--- config.mk ---
export PLATFORM = sky130hd
export DESIGN_NAME = dqs_trim_seq_flat
export DESIGN_NICKNAME = d
export VERILOG_FILES = /design/src/rtl/dqs_trim_seq_if.sv /design/src/rtl/dqs_trim_seq.sv /design/src/flat_wrapper.sv
export SDC_FILE = /design/constraint.sdc
export NUM_CORES = 1
export LEC_CHECK = 0
export CORE_ASPECT_RATIO = 1.2
export CORE_MARGIN = 2
export CORE_UTILIZATION = 60
export CTS_BUF_LIST = sky130_fd_sc_hd__clkbuf_8
export DETAILED_ROUTE_END_ITERATION = 7
export DONT_BUFFER_PORTS = 1
export HOLD_SLACK_MARGIN = 0.06
export PLACE_DENSITY_LB_ADDON = 0.3
export SLEW_MARGIN = 15
export SYNTH_ARGS = -nofsm -noshare
export SYNTH_HDL_FRONTEND = slang
export SYNTH_SLANG_ARGS = --single-unit
export TNS_END_PERCENT = 20
--- constraint.sdc ---
create_clock -name clk -period 2.15 [get_ports clk]
set_input_delay 0.43 -clock clk [delete_from_list [all_inputs] [get_ports clk]]
set_output_delay 0.43 -clock clk [all_outputs]
set_load 0.02 [all_outputs]
--- src/rtl/dqs_trim_seq_if.sv ---
// Bus between the CPU trim register / DQS delay block and the trim sequencer.
// Every signal is a plain level, sampled on the rising edge of clk. start is
// a request qualified only by itself: it is acted on when high for one rising
// edge while the sequencer is idle, and is otherwise dropped.
interface dqs_trim_seq_if #(
    parameter int TO_W = 12
);
    logic            start;
    logic [3:0]      FreqSel;
    logic            trim_done;
    logic [6:0]      trim_cnt;
    logic [4:0]      offset;
    logic [TO_W-1:0] timeout;
    logic [7:0]      Fm_dly_control;
    logic [6:0]      dly_adj;
    logic            dly_adj_en;
    logic            busy;
    logic            done_pulse;
    logic            err_timeout;
    logic [6:0]      trim_val;
    logic [2:0]      state_dbg;

    // Driver side: CPU register plus the DQS delay block.
    modport master (
        output start, FreqSel, trim_done, trim_cnt, offset, timeout,
        input  Fm_dly_control, dly_adj, dly_adj_en, busy, done_pulse,
               err_timeout, trim_val, state_dbg
    );

    // Sequencer side.
    modport slave (
        input  start, FreqSel, trim_done, trim_cnt, offset, timeout,
        output Fm_dly_control, dly_adj, dly_adj_en, busy, done_pulse,
               err_timeout, trim_val, state_dbg
    );
endinterface

--- src/rtl/dqs_trim_seq.sv ---
// DQS delay trim sequencer: resets the autotrim logic, waits for a qualified
// trim_done, captures the tap count, applies an offset-adjusted manual tap and
// lets the delay line settle. Retriggers on start or a FreqSel change.
module dqs_trim_seq #(
    parameter int RST_CYC    = 4,
    parameter int SETTLE_CYC = 8,
    parameter int TO_W       = 12
) (
    input logic         clk,
    input logic         RST_n,
    dqs_trim_seq_if.slave bus
);

    // One shared phase counter covers RESET, TRACK and APPLY, so it must be
    // wide enough for the largest of the three.
    localparam int PH_MAX = (RST_CYC > SETTLE_CYC) ? RST_CYC : SETTLE_CYC;
    localparam int PH_W   = $clog2(PH_MAX + 1);
    localparam int CNT_W  = (TO_W > PH_W) ? TO_W : PH_W;

    typedef enum logic [2:0] {
        S_IDLE    = 3'd0,
        S_RESET   = 3'd1,
        S_TRACK   = 3'd2,
        S_CAPTURE = 3'd3,
        S_APPLY   = 3'd4,
        S_ERR     = 3'd5
    } state_t;

    state_t           state;
    logic [CNT_W-1:0] cnt;
    logic             td_q;
    logic [3:0]       fs_saved;
    logic             ctrl_rst;
    logic             ctrl_sel;
    logic [6:0]       adj_r;
    logic             adj_en_r;
    logic             busy_r;
    logic             done_r;
    logic             err_r;
    logic [6:0]       trim_val_r;

    logic signed [7:0] adj_sum;
    logic [6:0]        adj_clamped;
    logic              to_en;
    logic [CNT_W-1:0]  to_last;

    // Offset-adjusted tap: 8-bit signed sum, clamped to the legal 0..64 range.
    always_comb begin
        adj_sum = $signed({1'b0, bus.trim_cnt}) + $signed({{3{bus.offset[4]}}, bus.offset});
        if (adj_sum < 8'sd0) begin
            adj_clamped = 7'd0;
        end else if (adj_sum > 8'sd64) begin
            adj_clamped = 7'd64;
        end else begin
            adj_clamped = adj_sum[6:0];
        end
    end

    // Timeout compare value; a zero timeout disables the expiry path.
    always_comb begin
        to_en   = (bus.timeout != '0);
        to_last = CNT_W'(bus.timeout) - CNT_W'(1);
    end

    // Sequencer FSM with all outputs registered.
    always_ff @(posedge clk or negedge RST_n) begin
        if (!RST_n) begin
            state      <= S_IDLE;
            cnt        <= '0;
            td_q       <= 1'b0;
            fs_saved   <= 4'd0;
            ctrl_rst   <= 1'b0;
            ctrl_sel   <= 1'b0;
            adj_r      <= 7'd0;
            adj_en_r   <= 1'b0;
            busy_r     <= 1'b0;
            done_r     <= 1'b0;
            err_r      <= 1'b0;
            trim_val_r <= 7'd0;
        end else begin
            done_r <= 1'b0;
            case (state)
                S_IDLE: begin
                    if (bus.start || (bus.FreqSel != fs_saved)) begin
                        state    <= S_RESET;
                        fs_saved <= bus.FreqSel;
                        err_r    <= 1'b0;
                        adj_en_r <= 1'b0;
                        ctrl_sel <= 1'b0;
                        ctrl_rst <= 1'b1;
                        busy_r   <= 1'b1;
                        cnt      <= '0;
                        td_q     <= 1'b0;
                    end
                end
                S_RESET: begin
                    if (cnt == CNT_W'(RST_CYC - 1)) begin
                        state    <= S_TRACK;
                        ctrl_rst <= 1'b0;
                        cnt      <= '0;
                    end else begin
                        cnt <= cnt + CNT_W'(1);
                    end
                end
                S_TRACK: begin
                    td_q <= bus.trim_done;
                    // Qualification is checked first so it wins a tie with expiry.
                    if (bus.trim_done && td_q) begin
                        state <= S_CAPTURE;
                    end else if (to_en && (cnt == to_last)) begin
                        state    <= S_ERR;
                        err_r    <= 1'b1;
                        adj_en_r <= 1'b0;
                        ctrl_sel <= 1'b0;
                        ctrl_rst <= 1'b0;
                    end else begin
                        cnt <= cnt + CNT_W'(1);
                    end
                end
                S_CAPTURE: begin
                    trim_val_r <= bus.trim_cnt;
                    adj_r      <= adj_clamped;
                    adj_en_r   <= 1'b1;
                    ctrl_sel   <= 1'b1;
                    cnt        <= '0;
                    state      <= S_APPLY;
                end
                S_APPLY: begin
                    if (cnt == CNT_W'(SETTLE_CYC - 1)) begin
                        state  <= S_IDLE;
                        busy_r <= 1'b0;
                        done_r <= 1'b1;
                        cnt    <= '0;
                    end else begin
                        cnt <= cnt + CNT_W'(1);
                    end
                end
                S_ERR: begin
                    state  <= S_IDLE;
                    busy_r <= 1'b0;
                    cnt    <= '0;
                end
                default: begin
                    state  <= S_IDLE;
                    busy_r <= 1'b0;
                end
            endcase
        end
    end

    assign bus.Fm_dly_control = {6'b000000, ctrl_sel, ctrl_rst};
    assign bus.dly_adj        = adj_r;
    assign bus.dly_adj_en     = adj_en_r;
    assign bus.busy           = busy_r;
    assign bus.done_pulse     = done_r;
    assign bus.err_timeout    = err_r;
    assign bus.trim_val       = trim_val_r;
    assign bus.state_dbg      = state;

endmodule

--- src/flat_wrapper.sv ---
// flat-port wrapper written by rule: the top's interface ports become plain ports
module dqs_trim_seq_flat 
#(
    parameter int RST_CYC    = 4,
    parameter int SETTLE_CYC = 8,
    parameter int TO_W       = 12
)
  (clk, RST_n, bus_start, bus_FreqSel, bus_trim_done, bus_trim_cnt, bus_offset, bus_timeout, bus_Fm_dly_control, bus_dly_adj, bus_dly_adj_en, bus_busy, bus_done_pulse, bus_err_timeout, bus_trim_val, bus_state_dbg);
  dqs_trim_seq_if #(.TO_W(TO_W)) bus_i ();
  input logic clk;
  input logic RST_n;
  input wire logic [$bits(bus_i.start)-1:0] bus_start;
  input wire logic [$bits(bus_i.FreqSel)-1:0] bus_FreqSel;
  input wire logic [$bits(bus_i.trim_done)-1:0] bus_trim_done;
  input wire logic [$bits(bus_i.trim_cnt)-1:0] bus_trim_cnt;
  input wire logic [$bits(bus_i.offset)-1:0] bus_offset;
  input wire logic [$bits(bus_i.timeout)-1:0] bus_timeout;
  output wire logic [$bits(bus_i.Fm_dly_control)-1:0] bus_Fm_dly_control;
  output wire logic [$bits(bus_i.dly_adj)-1:0] bus_dly_adj;
  output wire logic [$bits(bus_i.dly_adj_en)-1:0] bus_dly_adj_en;
  output wire logic [$bits(bus_i.busy)-1:0] bus_busy;
  output wire logic [$bits(bus_i.done_pulse)-1:0] bus_done_pulse;
  output wire logic [$bits(bus_i.err_timeout)-1:0] bus_err_timeout;
  output wire logic [$bits(bus_i.trim_val)-1:0] bus_trim_val;
  output wire logic [$bits(bus_i.state_dbg)-1:0] bus_state_dbg;
  assign bus_i.start = bus_start;
  assign bus_i.FreqSel = bus_FreqSel;
  assign bus_i.trim_done = bus_trim_done;
  assign bus_i.trim_cnt = bus_trim_cnt;
  assign bus_i.offset = bus_offset;
  assign bus_i.timeout = bus_timeout;
  assign bus_Fm_dly_control = bus_i.Fm_dly_control;
  assign bus_dly_adj = bus_i.dly_adj;
  assign bus_dly_adj_en = bus_i.dly_adj_en;
  assign bus_busy = bus_i.busy;
  assign bus_done_pulse = bus_i.done_pulse;
  assign bus_err_timeout = bus_i.err_timeout;
  assign bus_trim_val = bus_i.trim_val;
  assign bus_state_dbg = bus_i.state_dbg;
  dqs_trim_seq #(.RST_CYC(RST_CYC), .SETTLE_CYC(SETTLE_CYC), .TO_W(TO_W)) u_core (.clk(clk), .RST_n(RST_n), .bus(bus_i));
endmodule
==> qor.yml <==
die_x_um: 65.8
h-tree-depth: 2
period_share_pct: 109
die-height_um: 78.2
clockRootBuffer: "clkbuf_8"
ir_drop_mv: 0.837
yosys-top-cells-area: "dfrtp_1 35%, nand2_1 6.7%, ha_1 4.1%, o21ai_0 4.0%, xnor2_1 3.8%"
clock_sinks: 39
hold_violations: 0
layout_min_cycle_time_ps: 2350
maxCapViolCount: 0
yosysWarnings: 0
synth_cells: 325
drt_iter0_drc: 90
synth-seq-cells: 39
dp_hpwl_um: 4810
grt_pass1_vias: 2541
clkPwrFrac_pct: 18.2
syn_area_mm2: 0.00275
portBuffers: 0
antenna_found_initial: 0
hold_class: "input port to flop"
num_io_pins: 61
grt_max_degree: 40
ff2ff_setup_slack_ps: -170
violations: "setup timing"
crit_path_max_incr_delay_ps: 530
end_kind: "flop"
rsz0062_at_grt: "yes"
outcome: "finished, violations left"
antennaDiodeCount: 0
whs_ps: 243
routedWlPerCell_um: 16.3
synth_common_cells: "49 x nand2_1, 39 x dfrtp_1, 22 x o21ai_0, 18 x nor2_1, 16 x nand3_1"
syn_avg_cell_area_um2: 8.47
routed_wl_um: 6870
async_reset_ff_share_pct: 100
rr_endpoint: "u_core.cnt[5]$_DFFE_PN0P_"
num_vias: 2581
power_density_mw_per_mm2: 1060
r2r_start: "u_core.cnt[6]$_DFFE_PN0P_"
cts_made_buffers: 5
yosysTopAreaCell: "dfrtp_1"
clkSlewWorstSetupHoldPaths_ps: 80
gr-total-overflow: 0
grt_use_total_pct: 26.3
fillers: 347
min_from: "bus_trim_cnt[4]"
yosysSeqAreaShare_pct: 35.5
critPathKind: "input port to flop"
startpoint: "bus_timeout[0]"
yosysUniqueCellTypes: 56
synth_edf_count: 0
drt-pass1-iter-count: 5
crit_end: "u_core.cnt[5]$_DFFE_PN0P_"
pre_cts_slack_ps: -594
setup_violations: 19
pwr-share-comb_pct: 44.2
cts_tree: "built"
required_ps: 2340
slowest_stage: "or4_4"
grt_first_pass_wirelength_um: 10700
area_growth_pct: 20.8
synthFlopType: "dfrtp_1"
yosysTopAreaCellShare_pct: 35.5
drv_slew: 0
cp_max_fo: 9
core.rowCount: 27
r2r_cells: 7
max_freq_ghz: 0.425
viasPerCell: 6.13
worst_ep_arrival_time_ps: 2540
start_util_pct: 61.3
fin_worst_skew_ps: 8.77
drc: 0
final_layout_size_suffix_gt1_share_pct: 22.6
routabilityCongestion: 0.801
p_switching_w: 0.00147
dieArea_mm2: 0.00515
p_int_w: 0.00205
netSwitchingFraction_pct: 41.7
p_seq_share_pct: 37.6
finalWorstSetupSlack_ps: -202
yosysMostFrequentCell: "nand2_1"
worstSkewPairLatency_ps: 290
ant_nets: 0
critPathLaunchType: "input port"
core-area_mm2: 0.00449
clk_path_buf_depth: 2
leakage_nw: 1.50
nets: 404
crit_chain: "or4_4 -> or3_4 -> o31ai_4 -> nand4_1 -> o31a_1 -> and3_4 -> a22o_1"
layout by cell type, fill, tap and decap left out, types with 3 or more instances in the layout:
master    Yosys  final
a21oi_1       6      6
a22o_1       10     10
a31oi_1       3      3
and2_1        5      5
buf_4         8     45
clkbuf_8      0      6
conb_1        1      6
dfrtp_1      39     39
ha_1          9      8
inv_1        15     13
mux2_2        4      4
nand2_1      49     49
nand2b_1      6      6
nand3_1      16     15
nand4_1       4      4
nor2_1       18     17
nor2b_1       5      4
nor3_1        6      6
nor4_1        4      3
o211ai_1      3      3
o21ai_0      22     15
o21ai_1       0      7
o31ai_1       5      3
o32ai_1       3      3
or2_2         4      4
or3_1         9      8
xnor2_1      12     12
xor2_1        7      7
logic make-up after synthesis:
logic type	Yosys count	synth area share, %
xor+xnor	20	6.91
flops	39	35.5
buf+inv	38	6.64
mux	4	1.64
fa+ha+maj	10	4.82
other cells	1	0.136
simple gates	135	24.1
compound gates	78	20.3
area by class of cell:
type	instances	area, um2	share of cell area [%]
well taps	58	72.6	2.18
clock buffers	6	82.6	2.48
multi-input cells	253	1730	52.1
clock inverters	2	35.0	1.05
flip-flops and latches	39	976	29.4
repair buffers	47	368	11.1
inverters	16	60.1	1.81
flip-flops by register name, summed over array words and instances (netlist names):
name and flops:
u_core.cnt 12, u_core.bus.dly_adj 7, u_core.bus.trim_val 7, u_core.fs_saved 4, u_core.bus.state_dbg 3, u_core.bus.busy 1
u_core.bus.done_pulse 1, u_core.bus.err_timeout 1, u_core.ctrl_rst 1, u_core.ctrl_sel 1, u_core.td_q 1
stage by stage:
step / std cells / cell area, um2 / util [%] / total power (W) / TNS [ps]
after floorplan: 330 / 2800 / - / 0.00234 / -6990
after global placement: 409 / 3050 / 67.9 / 0.00272 / -9160
after detailed placement: 409 / 3050 / 67.9 / 0.00277 / -10540
after CTS: 420 / 3220 / 71.6 / 0.00346 / -2380
after global routing: 421 / 3320 / 74.0 / 0.00375 / -3960
final: 421 / 3320 / 74.0 / 0.00352 / -2470
power by group through the flow:
stage	Clock, W	Sequential, W	Combinational [W]
floorplan	0	0.00129	0.00105
global placement	0	0.00133	0.00138
detailed placement	0	0.00133	0.00144
CTS	0.000646	0.00132	0.00149
global route	0.000680	0.00135	0.00171
finish	0.000641	0.00132	0.00156
critical path: cells and delay by family:
| kind | cells | cell delay, ps |
|---|---|---|
| simple gates | 4 | 1320 |
| compound gates | 3 | 780 |
metal layers:
layer / global-route usage [%] / vias up / share of wire, %
met1: 30.8 / 1264 / 40
met3: 5.16 / 8 / 5.4
met2: 47.6 / 77 / 54
met4: 7.92 / 0 / 1.2
met5: 0 / - / 0
li1: - / 1232 / -
timing repair:
action | 4_1_cts | 5_1_grt
hold buffers | 2 | 0
buffers inserted | 1 | 1
hold endpoints to repair | 39 | 0
endpoints found under the setup margin | 19 | 23
pin swaps | 6 | 3
resized for setup | 5 | 24
worst min path at each step:
stage                                              end  slack (ps)  cells after the start
floorplan                  u_core.bus.busy$_DFFE_PN0P_         130                      0
global placement    u_core.bus.trim_val[2]$_DFFE_PN0P_         130                      0
detailed placement  u_core.bus.trim_val[2]$_DFFE_PN0P_         130                      0
CTS                 u_core.bus.trim_val[2]$_DFFE_PN0P_         240                      2
global route        u_core.bus.trim_val[4]$_DFFE_PN0P_         250                      2
finish              u_core.bus.trim_val[4]$_DFFE_PN0P_         240                      2
Note: power is estimated with default switching activity, not from simulation.
